`src/rtl/period_meter_pkg.sv`:
```
// Shared encodings for the period meter and anything that reuses its front end.
package period_meter_pkg;

    typedef enum logic [1:0] {
        ST_IDLE = 2'd0,
        ST_ARM  = 2'd1,
        ST_MEAS = 2'd2
    } state_e;

endpackage

```
`src/rtl/sync_edge_detect.sv`:
```
// Synchronizes an asynchronous level into clk domain and flags its rising/falling edges.
// Both edges see the same latency, so intervals between edges are preserved.
module sync_edge_detect #(
    parameter int SYNC_STAGES = 2
) (
    input  logic ClkIn,
    input  logic Reset_n,
    input  logic SigIn,
    output logic Rise,
    output logic Fall,
    output logic Level
);

    logic [SYNC_STAGES-1:0] sync_q;
    logic                   prev_q;

    always_ff @(posedge ClkIn or negedge Reset_n) begin
        if (!Reset_n) begin
            sync_q <= '0;
            prev_q <= 1'b0;
        end else begin
            sync_q <= {sync_q[SYNC_STAGES-2:0], SigIn};
            prev_q <= sync_q[SYNC_STAGES-1];
        end
    end

    assign Level = sync_q[SYNC_STAGES-1];
    assign Rise  = Level & ~prev_q;
    assign Fall  = ~Level & prev_q;

endmodule

```
`src/rtl/period_meter.sv`:
```
// Measures period and high time of a slow asynchronous square wave in ClkIn cycles.
//
// state   | meaning
// --------+---------------------------------------------------------------
// ST_IDLE | disabled; counters cleared, results held, Overflow cleared
// ST_ARM  | waiting for the reference rising edge
// ST_MEAS | counting; each rising edge publishes a result and restarts
module period_meter
    import period_meter_pkg::*;
#(
    parameter int CW          = 16,
    parameter int SYNC_STAGES = 2
) (
    input  logic          ClkIn,
    input  logic          Reset_n,
    input  logic          SigIn,
    input  logic          Enable,
    output logic [CW-1:0] PeriodOut,
    output logic [CW-1:0] HighOut,
    output logic          ValidOut,
    output logic          Overflow
);

    localparam logic [CW-1:0] CNT_MAX = {CW{1'b1}};

    state_e          state_q;
    logic [CW-1:0]   cnt_q;
    logic [CW-1:0]   cnt_d;
    logic [CW-1:0]   high_lat_q;
    logic [CW-1:0]   period_q;
    logic [CW-1:0]   high_q;
    logic            valid_q;
    logic            ovf_q;
    logic            rise;
    logic            fall;
    logic            level_unused;

    sync_edge_detect #(
        .SYNC_STAGES(SYNC_STAGES)
    ) u_sync_edge_detect (
        .ClkIn  (ClkIn),
        .Reset_n(Reset_n),
        .SigIn  (SigIn),
        .Rise   (rise),
        .Fall   (fall),
        .Level  (level_unused)
    );

    assign cnt_d = cnt_q + CW'(1);

    always_ff @(posedge ClkIn or negedge Reset_n) begin
        if (!Reset_n) begin
            state_q    <= ST_IDLE;
            cnt_q      <= '0;
            high_lat_q <= '0;
            period_q   <= '0;
            high_q     <= '0;
            valid_q    <= 1'b0;
            ovf_q      <= 1'b0;
        end else begin
            valid_q <= 1'b0;
            if (state_q == ST_IDLE) begin
                ovf_q <= 1'b0;
            end
            if (!Enable) begin
                state_q    <= ST_IDLE;
                cnt_q      <= '0;
                high_lat_q <= '0;
            end else begin
                case (state_q)
                    ST_IDLE: begin
                        state_q <= ST_ARM;
                    end
                    ST_ARM: begin
                        if (rise) begin
                            cnt_q      <= '0;
                            high_lat_q <= '0;
                            state_q    <= ST_MEAS;
                        end
                    end
                    ST_MEAS: begin
                        // Saturation wins so the wrapped cnt+1 is never published.
                        if (cnt_q == CNT_MAX) begin
                            ovf_q   <= 1'b1;
                            cnt_q   <= '0;
                            state_q <= ST_ARM;
                        end else if (rise) begin
                            period_q <= cnt_d;
                            high_q   <= high_lat_q;
                            valid_q  <= 1'b1;
                            cnt_q    <= '0;
                        end else begin
                            cnt_q <= cnt_d;
                            if (fall) begin
                                high_lat_q <= cnt_d;
                            end
                        end
                    end
                    default: begin
                        state_q <= ST_IDLE;
                    end
                endcase
            end
        end
    end

    assign PeriodOut = period_q;
    assign HighOut   = high_q;
    assign ValidOut  = valid_q;
    assign Overflow  = ovf_q;

endmodule

```
`config.mk`:
```
export PLATFORM = sky130hd
export DESIGN_NAME = period_meter
export DESIGN_NICKNAME = d
export VERILOG_FILES = /design/src/rtl/period_meter_pkg.sv /design/src/rtl/sync_edge_detect.sv /design/src/rtl/period_meter.sv
export SDC_FILE = /design/constraint.sdc
export NUM_CORES = 1
export LEC_CHECK = 0
export CAP_MARGIN = 40
export CORE_UTILIZATION = 55
export DETAILED_ROUTE_END_ITERATION = 8
export HOLD_SLACK_MARGIN = 0.08
export PLACE_DENSITY = 0.85
export SKIP_LAST_GASP = 1
export SLEW_MARGIN = 10
export SYNTH_ARGS = -nofsm -noshare
export SYNTH_HDL_FRONTEND = slang
export SYNTH_HIERARCHICAL = 1
export SYNTH_SLANG_ARGS = --single-unit
```
`constraint.sdc`:
```
create_clock -name ClkIn -period 5.3 [get_ports ClkIn]
set_clock_uncertainty 0.05 [all_clocks]
set_input_delay 0.53 -clock ClkIn [delete_from_list [all_inputs] [get_ports ClkIn]]
set_output_delay 0.53 -clock ClkIn [all_outputs]
set_load 0.01 [all_outputs]
```
==> results of run 1 <==
-- worst max path at each step --
stage / end / startpoint / slack, ns
after floorplan: high_lat_q[10] / cnt_q[0] / 2.90
after global placement: HighOut[8] / Enable / 2.19
after detailed placement: HighOut[8] / Enable / 2.34
after CTS: high_lat_q[0] / cnt_q[0] / 2.50
after global routing: high_lat_q[0] / cnt_q[0] / 2.24
final: cnt_q[10] / cnt_q[0] / 2.49
-- cells by family after synthesis --
logic type | after synthesis | share of synthesized area [%]
AND/OR/NAND/NOR | 83 | 15.0
flip-flops | 71 | 53.5
AO/OA/AOI/OAI | 48 | 10.2
multiplexers | 42 | 14.5
buffers and inverters | 28 | 3.77
XOR/XNOR | 10 | 2.64
adder cells (fa/ha/maj) | 1 | 0.377
-- metrics by stage --
step | std cells | instance area (µm²) | power (mW)
2_1_floorplan | 283 | 3320 | 0.610
3_3_place_gp | 378 | 3720 | 0.655
3_5_place_dp | 381 | 3780 | 0.662
4_1_cts | 397 | 4010 | 1.14
5_1_grt | 397 | 4010 | 1.18
6_report | 397 | 4010 | 1.13
-- per-layer routing --
metal	share of wire [%]	vias to the layer above	routed length [µm]
met2	49	77	3230
met3	5.6	12	369
met5	0	-	0
li1	-	1094	-
met1	44	1137	2910
met4	2.1	0	138
-- layout make-up --
type                    count  area (µm²)  area share, %
clock buffers              11         141           3.53
clock inverters             5        81.3           2.03
inverters                  12        45.0           1.12
multi-input cells         184        1430           35.7
flip-flops and latches     71        1780           44.3
well taps                  72        90.1           2.25
repair buffers             42         443           11.1
-- state kept, by name, summed over array words and instances (netlist names) --
register / cells
state_q: 2
HighOut: 16
cnt_q: 16
high_lat_q: 16
u_sync_edge_detect/sync_q: 2
u_sync_edge_detect/prev_q: 1
PeriodOut: 16
Overflow: 1
ValidOut: 1
-- power groups by stage --
| stage | logic [mW] | registers [mW] | clock network, mW |
|---|---|---|---|
| finish | 0.0817 | 0.567 | 0.480 |
| global route | 0.0906 | 0.569 | 0.516 |
| CTS | 0.0835 | 0.568 | 0.491 |
| detailed placement | 0.0836 | 0.578 | 0 |
| global placement | 0.0785 | 0.577 | 0 |
| floorplan | 0.0270 | 0.583 | 0 |
-- cell usage in the layout (no fill, tap or decap), types with 6 or more instances in the layout --
cell,netlist,layout
o2bb2ai_1,6,6
o211ai_1,7,7
nand4_1,6,6
inv_1,12,12
mux2i_1,13,13
nand2b_1,6,6
nor4_1,6,6
dfrtp_1,71,71
clkbuf_8,0,10
nand2_1,27,27
mux2_4,7,7
o21ai_0,17,17
clkdlybuf4s50_1,0,36
mux2_2,22,22
nand3_1,7,7
==> flow_summary.ini, run 1 <==
[global_routing]
grt_use_met1_pct = 31.7
track_usage_pct = 24.6
grtUsageMet3_pct = 7.31
use_met2_pct = 38.7
overflow = 0
grt_max_degree = 47
grt_pass1_vias = 2295
gr-max-usage-layer = met2
grt_pass1_wl_um = 11400
grt_antenna_before_repair = 0

[setup_path]
crit_slowest_cell = or4_1
r2r_end = cnt_q[10]
crit_chain = ha_1 > nand4_4 > or4_1 > o21ai_1 > buf_4 > o211ai_1
crit_family = simple AND/OR/NAND/NOR gates
critPathCaptureType = register
cp-start-kind = register
cp_data_arrival_time_ns = 2.98
required_ns = 5.47
worstSetupPathType = reg2reg
worst-path-buf-inv = 1
rrSetupSlack_ns = 2.49
worst-path-max-fanout = 10
worstReg2RegStart = cnt_q[0]
cp_num_cells = 6
worstRegToRegCells = 6
slowest_delay_ns = 0.69

[logic_synthesis]
ys_seq_area_share_pct = 53.5
synth-main-ff-cell = dfrtp_1
synth.most_common_cell = dfrtp_1
synth.avg_cell_area_um2 = 11.7
ys_async_sr_fraction_pct = 100
syn_inst = 283
yosys_warnings = 6
synthesis.nets = 288
synth_area_leader_cell = dfrtp_1
synth_area_um2 = 3320
synth-edff-count = 0
ys_ff_latch = 71
yosys.cell_types.count = 53
synth_top_area_share_pct = 53.5
synth.area.top_cells = dfrtp_1, mux2_2, mux2i_1
netlist_top_cells_count = dfrtp_1, nand2_1, mux2_2

[die]
fp.dieW_um = 79.7
ios = 38
coreArea_um2 = 5680
start_util_pct = 58.5
rows = 27
die_area_um2 = 6350
die_h_um = 79.7

[clock_network]
cts-root-buf = clkbuf_8
cts_tree = done
clk_pin_slew_ns = 0.08
cts_made_buffers = 9
cts_resized = 0
clkSinkCount = 71
clockBufferDepth = 2
cts.hold.buffers_added = 0
cts_setup_buffers = 0
cts_max_level = 3
clock_latency_ns = 0.35

[drt]
drt_iter0_drc = 224
avgViaCountPerCell = 5.84
drcViolationCount = 0
wl_per_cell_um = 16.7
vias = 2320
wl_um = 6650
ant_nets = 0
detail_route.first_pass.iterations = 4

[timing]
worst_pin_slew_ns = 0.856
rsz0062_at_grt = false
finalCriticalPeriod_ns = 2.81
tns_ns = 0
finalCritPeriodShare_pct = 53.1
setup_viol = 0
finalMaxSlewViolations = 0
whs_ns = 0.119
fin_ws_ns = 2.49
fmax_mhz = 356
maxSlewHeadroom_pct = 42.4
final-hold-violation-count = 0

[power_and_ir_drop]
power.internal_mw = 0.876
pwr-share-comb_pct = 7.2
ir_drop_uv = 279
power.net_switching_mw = 0.253
p_per_area_nw_per_um2 = 282
seqPwrFrac_pct = 50.2
p_sw_share_pct = 22.4
pwr-share-clk_pct = 42.5
power.leakage_nw = 1.74

[layout]
antenna_cells = 0
areaGrowthSynthToFinish_pct = 20.7
drive_gt1_share_pct = 18.8
finalCoreUtilization_pct = 70.6
fin_nets = 325
n_fill_cell = 438

[placement]
post-place-ws_ns = 2.34
hpwl_um = 4660
port_buffers = 37
gp_congestion = 0.917

[status]
outcome = complete, no violations

[flow_run]
timing.max_cap.violations = 0

[worst_hold_path]
holdCritPathClass = in2async
Note: power is estimated with default switching activity, not from simulation.
==> inputs of run 2 (changes only) <==
--- a/config.mk
+++ b/config.mk
@@ -6,10 +6,10 @@
 export NUM_CORES = 1
 export LEC_CHECK = 0
 export CAP_MARGIN = 40
-export CORE_UTILIZATION = 55
+export CORE_UTILIZATION = 50
 export DETAILED_ROUTE_END_ITERATION = 8
 export HOLD_SLACK_MARGIN = 0.08
-export PLACE_DENSITY = 0.85
+export PLACE_DENSITY = 0.82
 export SKIP_LAST_GASP = 1
 export SLEW_MARGIN = 10
 export SYNTH_ARGS = -nofsm -noshare
==> constraint.sdc (replaced) <==
create_clock -name ClkIn -period 2.3 [get_ports ClkIn]
set_clock_uncertainty 0.05 [all_clocks]
set_input_delay 0.23 -clock ClkIn [delete_from_list [all_inputs] [get_ports ClkIn]]
set_output_delay 0.23 -clock ClkIn [all_outputs]
set_load 0.01 [all_outputs]
==> run 2 against run 1 <==
Maximum frequency increased by 29%. Non-clock buffer count increased by 25. Register-to-register slack got worse by 2.4 ns. Cell area increased by 5.4%. Highest routed layer unchanged. Setup slack got worse by 2.4 ns. Die area increased by 9.8%. Sequential share of layout area decreased by 2.2 points. Critical endpoint is now high_lat_q[10]. Utilization decreased by 4.5 points. Via count increased by 4.6%.
==> flow_summary.ini, run 2 (synthesis gave the netlist of run 1 again) <==
[status]
outcome = complete, no violations

[drt]
drt_iter0_drc = 118
avgViaCountPerCell = 5.68
drcViolationCount = 0
vias = 2427
detail_route.first_pass.iterations = 4
wl_per_cell_um = 16.2
ant_nets = 0
wl_um = 6900

[clock_network]
clockBufferDepth = 2
cts_made_buffers = 9
clock_latency_ns = 0.36
cts_max_level = 3
cts_tree = done
cts-root-buf = clkbuf_8
clkSinkCount = 71
clk_pin_slew_ns = 0.07
cts_setup_buffers = 0

[power_and_ir_drop]
power.leakage_nw = 1.86
ir_drop_uv = 528
p_per_area_nw_per_um2 = 642

[worst_hold_path]
min-delay-start = SigIn
hold_end = u_sync_edge_detect/sync_q[0]
holdCritPathClass = in2reg
whs_path_depth = 1

[layout]
fin_nets = 350
final_cell_mix = dfrtp_1, clkdlybuf4s50_1, nand2_1, buf_4, mux2_2
final_common_cell = dfrtp_1
drive_gt1_share_pct = 25.4
antenna_cells = 0
n_fill_cell = 487
areaGrowthSynthToFinish_pct = 27.2

[setup_path]
rrSetupSlack_ns = 0.12
cp-start-kind = register
r2r_end = high_lat_q[10]
crit_chain = ha_4 > nand4_4 > or4_1 > o31a_2 > mux2_4
worstSetupPathType = reg2reg
crit_family = simple AND/OR/NAND/NOR gates
required_ns = 2.49
worst-path-max-fanout = 8
worst-path-buf-inv = 0
worstReg2RegStart = cnt_q[1]
worstRegToRegCells = 5
critPathCaptureType = register
crit_slowest_cell = or4_1
slowest_delay_ns = 0.54
cp_data_arrival_time_ns = 2.37

[placement]
gp_congestion = 0.927
post-place-ws_ns = 0.0720
hpwl_um = 4820
port_buffers = 37

[global_routing]
track_usage_pct = 21.7
grt_pass1_vias = 2386
grt_use_met1_pct = 28.8
grtUsageMet3_pct = 5.14
grt_pass1_wl_um = 11700
overflow = 0
grt_antenna_before_repair = 0
use_met2_pct = 34.9
grt_max_degree = 51
gr-max-usage-layer = met2

[timing]
worst_pin_slew_ns = 0.605
final-hold-violation-count = 0
rsz0062_at_grt = false
maxSlewHeadroom_pct = 59.3
tns_ns = 0
setup_viol = 0
finalCritPeriodShare_pct = 94.7
fmax_mhz = 459
finalMaxSlewViolations = 0
finalCriticalPeriod_ns = 2.18
fin_ws_ns = 0.121

[die]
die_area_um2 = 6970
coreArea_um2 = 6390
fp.dieW_um = 83.5
rows = 29
die_h_um = 83.5
start_util_pct = 52.0
ios = 38

[flow_run]
timing.max_cap.violations = 0
-- run 2: cell types whose count changed in the layout (fill, tap and decap cells not counted), sizes merged --
cell / before / now
clkbuf: 11 / 9
dlygate4sd3: 0 / 1
bufinv: 2 / 3
inv: 12 / 13
buf: 6 / 30
-- run 2: per-layer routing --
layer / wire length, µm / share of wire (%) / vias up
li1: - / - / 1146
met1: 3150 / 46 / 1213
met2: 3370 / 49 / 58
met3: 276 / 4.0 / 10
met4: 104 / 1.5 / 0
met5: 0 / 0 / -
-- run 2: worst reg2reg max path, cell delays in order (launching register included) --
cell	delay [ns]
dfrtp_1	0.39
ha_4	0.19
nand4_4	0.10
or4_1	0.54
o31a_2	0.47
mux2_4	0.33
-- run 2: layout make-up --
class | count | area, µm² | share of cell area, %
Timing Repair Buffer | 67 | 616 | 14.6
Tap cell | 77 | 96.3 | 2.28
Multi-Input combinational cell | 184 | 1440 | 34.2
Clock inverter | 7 | 120 | 2.84
Clock buffer | 9 | 124 | 2.93
Sequential cell | 71 | 1780 | 42.1
Inverter | 12 | 45.0 | 1.07
-- run 2: stage by stage --
stage | hold WS, ns | util [%] | cell area (µm²) | power, mW | cells
final | 0.258 | 66.1 | 4220 | 2.71 | 427
after global routing | 0.243 | 66.1 | 4220 | 2.81 | 427
after CTS | 0.243 | 66.1 | 4220 | 2.74 | 427
after detailed placement | 0.182 | 62.1 | 3970 | 1.52 | 410
after global placement | 0.172 | 62.0 | 3960 | 1.52 | 409
after floorplan | -0.116 | - | 3330 | 1.41 | 283
-- run 2: worst max path at each step --
stage / startpoint / to / slack (ns) / depth (start not counted)
6_report: cnt_q[1] / high_lat_q[10] / 0.12 / 5
2_1_floorplan: cnt_q[0] / high_lat_q[10] / 0.03 / 7
3_5_place_dp: cnt_q[1] / high_lat_q[7] / 0.07 / 5
5_1_grt: cnt_q[1] / high_lat_q[13] / 0.02 / 5
3_3_place_gp: Enable / cnt_q[2] / 0.07 / 5
4_1_cts: cnt_q[1] / high_lat_q[13] / 0.07 / 5
-- run 2: what timing repair did --
action	in CTS	in global routing
resized for setup	0	1
endpoints found under the hold margin	21	0
hold buffers	1	0
endpoints found under the setup margin	0	7
-- run 2: power by group --
part / leakage (nW) / internal [mW] / switching [mW]
Sequential: 0.944 / 1.28 / 0.0213
Combinational: 0.798 / 0.0966 / 0.0962
Clock: 0.120 / 0.723 / 0.491
Total: 1.86 / 2.10 / 0.608
